**src/rtl/threshold_if.sv**
```systemverilog
// Key-pulse / level / threshold bundle between the key debouncers, the
// threshold_setter and the display/buzzer stage.
interface threshold_if #(
  parameter int unsigned WIDTH = 7
);
  logic             key_mode;
  logic             key_up;
  logic             key_down;
  logic [WIDTH-1:0] level;
  logic [WIDTH-1:0] threshold;
  logic [WIDTH-1:0] disp_value;
  logic             editing;
  logic             alarm;

  modport master (
    output key_mode, key_up, key_down, level,
    input  threshold, disp_value, editing, alarm
  );

  modport slave (
    input  key_mode, key_up, key_down, level,
    output threshold, disp_value, editing, alarm
  );
endinterface

```
**src/rtl/threshold_setter.sv**
```systemverilog
// Alarm-threshold entry controller: MODE/UP/DOWN edit a shadow value that MODE
// commits; idle edits time out. Define THRESHOLD_WRAP_EN for wrap-around editing.
module threshold_setter #(
  parameter int unsigned WIDTH          = 7,
  parameter int unsigned TH_MIN         = 0,
  parameter int unsigned TH_MAX         = 99,
  parameter int unsigned TH_DEFAULT     = 50,
  parameter int unsigned TIMEOUT_CYCLES = 50_000_000
) (
  input  logic        clk,
  input  logic        rst,
  threshold_if.slave  bus
);

  localparam int unsigned CNT_W = (TIMEOUT_CYCLES > 1) ? $clog2(TIMEOUT_CYCLES) : 1;

  localparam logic [WIDTH-1:0] MIN_V  = WIDTH'(TH_MIN);
  localparam logic [WIDTH-1:0] MAX_V  = WIDTH'(TH_MAX);
  localparam logic [WIDTH-1:0] DEF_V  = WIDTH'(TH_DEFAULT);
  localparam logic [CNT_W-1:0] CNT_LAST = CNT_W'(TIMEOUT_CYCLES - 1);
  localparam logic [CNT_W-1:0] CNT_ONE  = CNT_W'(1);
  localparam logic [WIDTH-1:0] ONE_V  = WIDTH'(1);

  typedef enum logic [0:0] {
    RUN  = 1'b0,
    EDIT = 1'b1
  } state_t;

  state_t           state_q, state_d;
  logic [WIDTH-1:0] shadow_q, shadow_d;
  logic [WIDTH-1:0] threshold_q, threshold_d;
  logic [WIDTH-1:0] disp_q, disp_d;
  logic             editing_q, editing_d;
  logic             alarm_q;
  logic [CNT_W-1:0] cnt_q, cnt_d;

  logic [WIDTH-1:0] shadow_inc;
  logic [WIDTH-1:0] shadow_dec;
  logic             any_key;

  // Bounded step values; shadow is kept inside [MIN_V, MAX_V] so equality
  // at the limits is sufficient.
  always_comb begin
`ifdef THRESHOLD_WRAP_EN
    shadow_inc = (shadow_q == MAX_V) ? MIN_V : shadow_q + ONE_V;
    shadow_dec = (shadow_q == MIN_V) ? MAX_V : shadow_q - ONE_V;
`else
    shadow_inc = (shadow_q == MAX_V) ? MAX_V : shadow_q + ONE_V;
    shadow_dec = (shadow_q == MIN_V) ? MIN_V : shadow_q - ONE_V;
`endif
  end

  assign any_key = bus.key_mode | bus.key_up | bus.key_down;

  // Next-state and next-register logic.
  always_comb begin
    state_d     = state_q;
    shadow_d    = shadow_q;
    threshold_d = threshold_q;
    cnt_d       = cnt_q;

    case (state_q)
      RUN: begin
        if (bus.key_mode) begin
          state_d  = EDIT;
          shadow_d = threshold_q;
          cnt_d    = '0;
        end
      end

      EDIT: begin
        if (any_key) begin
          cnt_d = '0;
        end else if (cnt_q == CNT_LAST) begin
          state_d = RUN;
        end else begin
          cnt_d = cnt_q + CNT_ONE;
        end

        if (bus.key_mode) begin
          state_d     = RUN;
          threshold_d = shadow_q;
        end else if (bus.key_up && !bus.key_down) begin
          shadow_d = shadow_inc;
        end else if (bus.key_down && !bus.key_up) begin
          shadow_d = shadow_dec;
        end
      end

      default: begin
        state_d = RUN;
      end
    endcase

    editing_d = (state_d == EDIT);
    disp_d    = (state_d == EDIT) ? shadow_d : threshold_d;
  end

  always_ff @(posedge clk or negedge rst) begin
    if (!rst) begin
      state_q     <= RUN;
      shadow_q    <= DEF_V;
      threshold_q <= DEF_V;
      disp_q      <= DEF_V;
      editing_q   <= 1'b0;
      alarm_q     <= 1'b0;
      cnt_q       <= '0;
    end else begin
      state_q     <= state_d;
      shadow_q    <= shadow_d;
      threshold_q <= threshold_d;
      disp_q      <= disp_d;
      editing_q   <= editing_d;
      alarm_q     <= (bus.level >= threshold_q);
      cnt_q       <= cnt_d;
    end
  end

  assign bus.threshold  = threshold_q;
  assign bus.disp_value = disp_q;
  assign bus.editing    = editing_q;
  assign bus.alarm      = alarm_q;

endmodule

```
**src/flat_wrapper.sv**
```systemverilog
// flat-port wrapper written by rule: the top's interface ports become plain ports
module threshold_setter_flat 
#(
  parameter int unsigned WIDTH          = 7,
  parameter int unsigned TH_MIN         = 0,
  parameter int unsigned TH_MAX         = 99,
  parameter int unsigned TH_DEFAULT     = 50,
  parameter int unsigned TIMEOUT_CYCLES = 50_000_000
)
  (clk, rst, bus_key_mode, bus_key_up, bus_key_down, bus_level, bus_threshold, bus_disp_value, bus_editing, bus_alarm);
  threshold_if #(.WIDTH(WIDTH)) bus_i ();
  input  logic clk;
  input  logic rst;
  input wire logic [$bits(bus_i.key_mode)-1:0] bus_key_mode;
  input wire logic [$bits(bus_i.key_up)-1:0] bus_key_up;
  input wire logic [$bits(bus_i.key_down)-1:0] bus_key_down;
  input wire logic [$bits(bus_i.level)-1:0] bus_level;
  output wire logic [$bits(bus_i.threshold)-1:0] bus_threshold;
  output wire logic [$bits(bus_i.disp_value)-1:0] bus_disp_value;
  output wire logic [$bits(bus_i.editing)-1:0] bus_editing;
  output wire logic [$bits(bus_i.alarm)-1:0] bus_alarm;
  assign bus_i.key_mode = bus_key_mode;
  assign bus_i.key_up = bus_key_up;
  assign bus_i.key_down = bus_key_down;
  assign bus_i.level = bus_level;
  assign bus_threshold = bus_i.threshold;
  assign bus_disp_value = bus_i.disp_value;
  assign bus_editing = bus_i.editing;
  assign bus_alarm = bus_i.alarm;
  threshold_setter #(.WIDTH(WIDTH), .TH_MIN(TH_MIN), .TH_MAX(TH_MAX), .TH_DEFAULT(TH_DEFAULT), .TIMEOUT_CYCLES(TIMEOUT_CYCLES)) u_core (.clk(clk), .rst(rst), .bus(bus_i));
endmodule
```
**config.mk**
```make
export PLATFORM = sky130hd
export DESIGN_NAME = threshold_setter_flat
export DESIGN_NICKNAME = d
export VERILOG_FILES = /design/src/rtl/threshold_if.sv /design/src/rtl/threshold_setter.sv /design/src/flat_wrapper.sv
export SDC_FILE = /design/constraint.sdc
export NUM_CORES = 1
export LEC_CHECK = 0
export ABC_AREA = 1
export BUFFER_PORTS_ARGS = -buffer_cell sky130_fd_sc_hd__buf_2
export CORE_ASPECT_RATIO = 0.7
export CORE_MARGIN = 3
export CORE_UTILIZATION = 35
export DETAILED_ROUTE_END_ITERATION = 8
export HOLD_SLACK_MARGIN = 0.02
export SETUP_SLACK_MARGIN = 0.4
export SYNTH_ARGS = -nofsm -noshare
export SYNTH_HDL_FRONTEND = slang
export SYNTH_SLANG_ARGS = --single-unit
```
**constraint.sdc**
```tcl
create_clock -name clk -period 1.95 [get_ports clk]
set_input_delay 0.195 -clock clk [delete_from_list [all_inputs] [get_ports clk]]
set_output_delay 0.195 -clock clk [all_outputs]
set_load 0.005 [all_outputs]
```
==> flow_summary.json <==
{
  "start_util_pct": 37.5,
  "final_cell_mix": "nand2_1 (120), nand3_1 (48), inv_1 (43)",
  "fin_setup_tns_ns": 0,
  "clkLatencyLatePin_ns": 0.29,
  "grt_pass1_wl_um": 16800,
  "cts-root-buf": "clkbuf_16",
  "layout_commonest_cell": "nand2_1",
  "async_reset_ff_share_pct": 100,
  "drv_slew": 0,
  "core_area_sq_um": 8790,
  "antenna_left": 0,
  "synth.area.top_cells": "dfrtp_1 (30%), nand2_1 (16%), nand3_1 (9.1%)",
  "port_buffers": 27,
  "avgSynthCellArea_sq_um": 7.01,
  "cts_buffers": 5,
  "reg2reg_slack_ns": 0.30,
  "drive_gt1_share_pct": 33.9,
  "arrival_ns": 1.83,
  "nets": 567,
  "fin_area_sq_um": 4500,
  "routed_via_density": 5.30,
  "overflow": 0,
  "vdd.ir_drop.worst_v": 0.000456,
  "yosysSeqAreaShare_pct": 37.5,
  "crit_required_ns": 2.13,
  "syn_area_sq_um": 3300,
  "dp.cells": 621,
  "fmax_mhz": 606,
  "syn_nets": 493,
  "cp-startpoint": "u_core.cnt_q[22]",
  "grt_max_degree": 28,
  "pin_count": 28,
  "worstPathMaxFanout": 8,
  "hold_viol_final": 0,
  "leakage_nw": 2.06,
  "gp_congestion": 1.04,
  "crit_type": "register to register",
  "die_area_sq_um": 10700,
  "drt_first_iter_violations": 417,
  "synth-edff-count": 0,
  "dpl_cell_area_sq_um": 3680,
  "grt_setup_unrepaired": "yes",
  "clkSinkCount": 49,
  "cts_tree": "done",
  "status": "finished clean",
  "ys_ff_latch": 49,
  "final_cells": 666,
  "ys_types": 37,
  "routed_wl_um": 10600,
  "pwr_density_cell_nw_per_um2": 898,
  "grt_usage_pct": 20.0,
  "r2r-start": "u_core.cnt_q[22]",
  "crit_path_start_kind": "register",
  "fill_cells": 826,
  "p_total_w": 0.00404,
  "synth_top_cell_by_area": "dfrtp_1",
  "regToRegEndpoint": "u_core.bus.disp_value[3]",
  "die_w_um": 122,
  "grt_pass1_vias": 3245,
  "hpwl_um": 7430,
  "min_period_ns": 1.65,
  "cts_max_level": 2,
  "endpoint_kind": "register",
  "cap_violations": 0,
  "rr_worst_depth": 10,
  "rows": 28,
  "antenna_cells": 0,
  "wire_per_inst_um": 15.8,
  "max-slew-margin-rel_pct": 61.9,
  "drcViolationCount": 0,
  "vias": 3529,
  "clk_pin_slew_ns": 0.07,
  "yosysTopAreaCellShare_pct": 30.3,
  "drtPass1Iterations": 5,
  "clockBufferDepth": 2,
  "antenna_found_initial": 0,
  "syn_inst": 471,
  "area_growth_pct": 36.3,
  "fin_crit_sh_pct": 84.6,
  "worst_pin_slew_ns": 0.571,
  "finalSetupViolations": 0,
  "endpoint": "u_core.bus.disp_value[3]",
  "dieHeight_um": 87.3,
  "synthFlopType": "dfrtp_1",
  "hold_path.class": "input pin to register",
  "synth_warnings": 0,
  "skew_ns": 0.0104
}
[state kept, by name, indices dropped and copies added, names as in the netlist]
name	count
u_core.shadow_q	7
u_core.bus.disp_value	7
u_core.bus.alarm	1
u_core.cnt_q	26
u_core.state_q	1
u_core.bus.threshold	7
[Yosys cell counts (2+ instances only)]
master / instances
o21ai_0: 30
nor2_1: 52
dfrtp_1: 40
nand2_2: 3
nand2_4: 2
nor3_1: 6
o21ai_2: 3
inv_2: 5
ha_1: 10
buf_2: 3
a21oi_1: 7
nor3b_1: 2
o211ai_1: 2
xor2_1: 6
inv_1: 48
dfstp_2: 9
clkbuf_1: 4
nand4_1: 15
o22ai_2: 3
a21o_1: 2
xnor2_1: 2
nand2_1: 142
nand3_1: 60
nor2_4: 2
[worst min path at each step]
| stage | startpoint | to | slack (ns) | cells past startpoint |
|---|---|---|---|---|
| CTS | bus_key_mode | u_core.shadow_q[4] | 0.24 | 4 |
| global placement | rst | u_core.cnt_q[7] | 0.21 | 1 |
| detailed placement | rst | u_core.cnt_q[9] | 0.23 | 1 |
| floorplan | rst | u_core.bus.alarm | -0.10 | 0 |
| finish | bus_key_mode | u_core.shadow_q[4] | 0.25 | 4 |
| global route | bus_key_mode | u_core.shadow_q[4] | 0.26 | 4 |
[timing repair]
item / in CTS / in global routing
cloned: 2 / 0
setup endpoints to repair: 40 / 39
pin swaps: 19 / 22
gates resized for setup: 57 / 50
hold buffers: 1 / 0
endpoints found under the hold margin: 16 / 0
buffers inserted: 30 / 4
[worst max-delay path, stage by stage (launching register included)]
cell     delay, ns
dfrtp_1       0.39
nand2_1       0.09
inv_1         0.07
nand3_1       0.16
nor2_4        0.15
nand4_4       0.17
buf_6         0.17
nand3_4       0.12
nand2_8       0.09
nand2_2       0.08
nand2_1       0.05
[stage by stage]
stage	worst slack, ns	utilization [%]	hold slack (ns)
floorplan	0.366	-	-0.101
global placement	0.175	41.8	0.214
detailed placement	0.133	41.8	0.226
CTS	0.331	49.1	0.244
global route	0.213	51.2	0.260
finish	0.300	51.2	0.248
[cell type report]
cell class / count / area [sq um] / share of cell area, %
multi-input cells: 361 / 2160 / 47.9
flip-flops and latches: 49 / 1240 / 27.6
repair buffers: 75 / 588 / 13.1
inverters: 53 / 211 / 4.70
well taps: 120 / 150 / 3.34
clock buffers: 6 / 139 / 3.09
clock inverters: 2 / 13.8 / 0.306
[per-layer routing]
metal,GRT usage [%],vias to the layer above,routed length (um)
met5,0,-,0
met2,27.0,158,4290
met3,5.45,9,1030
li1,-,1703,-
met1,31.3,1659,5130
met4,4.37,0,99
[cell families (layout without fill, tap and decap cells)]
logic type	count (synthesis)	in the layout	share of synthesized area [%]
compound gates	53	53	9.78
xor+xnor	8	8	2.12
fa+ha+maj	10	10	3.79
buf+inv	62	136	7.50
flops	49	49	37.5
mux	1	1	0.682
simple gates	288	289	38.7
[where the power goes]
| part | internal, W | switching, W | leakage (nW) |
|---|---|---|---|
| Sequential | 0.00129 | 0.000254 | 0.631 |
| Combinational | 0.000666 | 0.000927 | 1.35 |
| Clock | 0.000511 | 0.000398 | 0.0768 |
(Power assumes the default switching activity.)
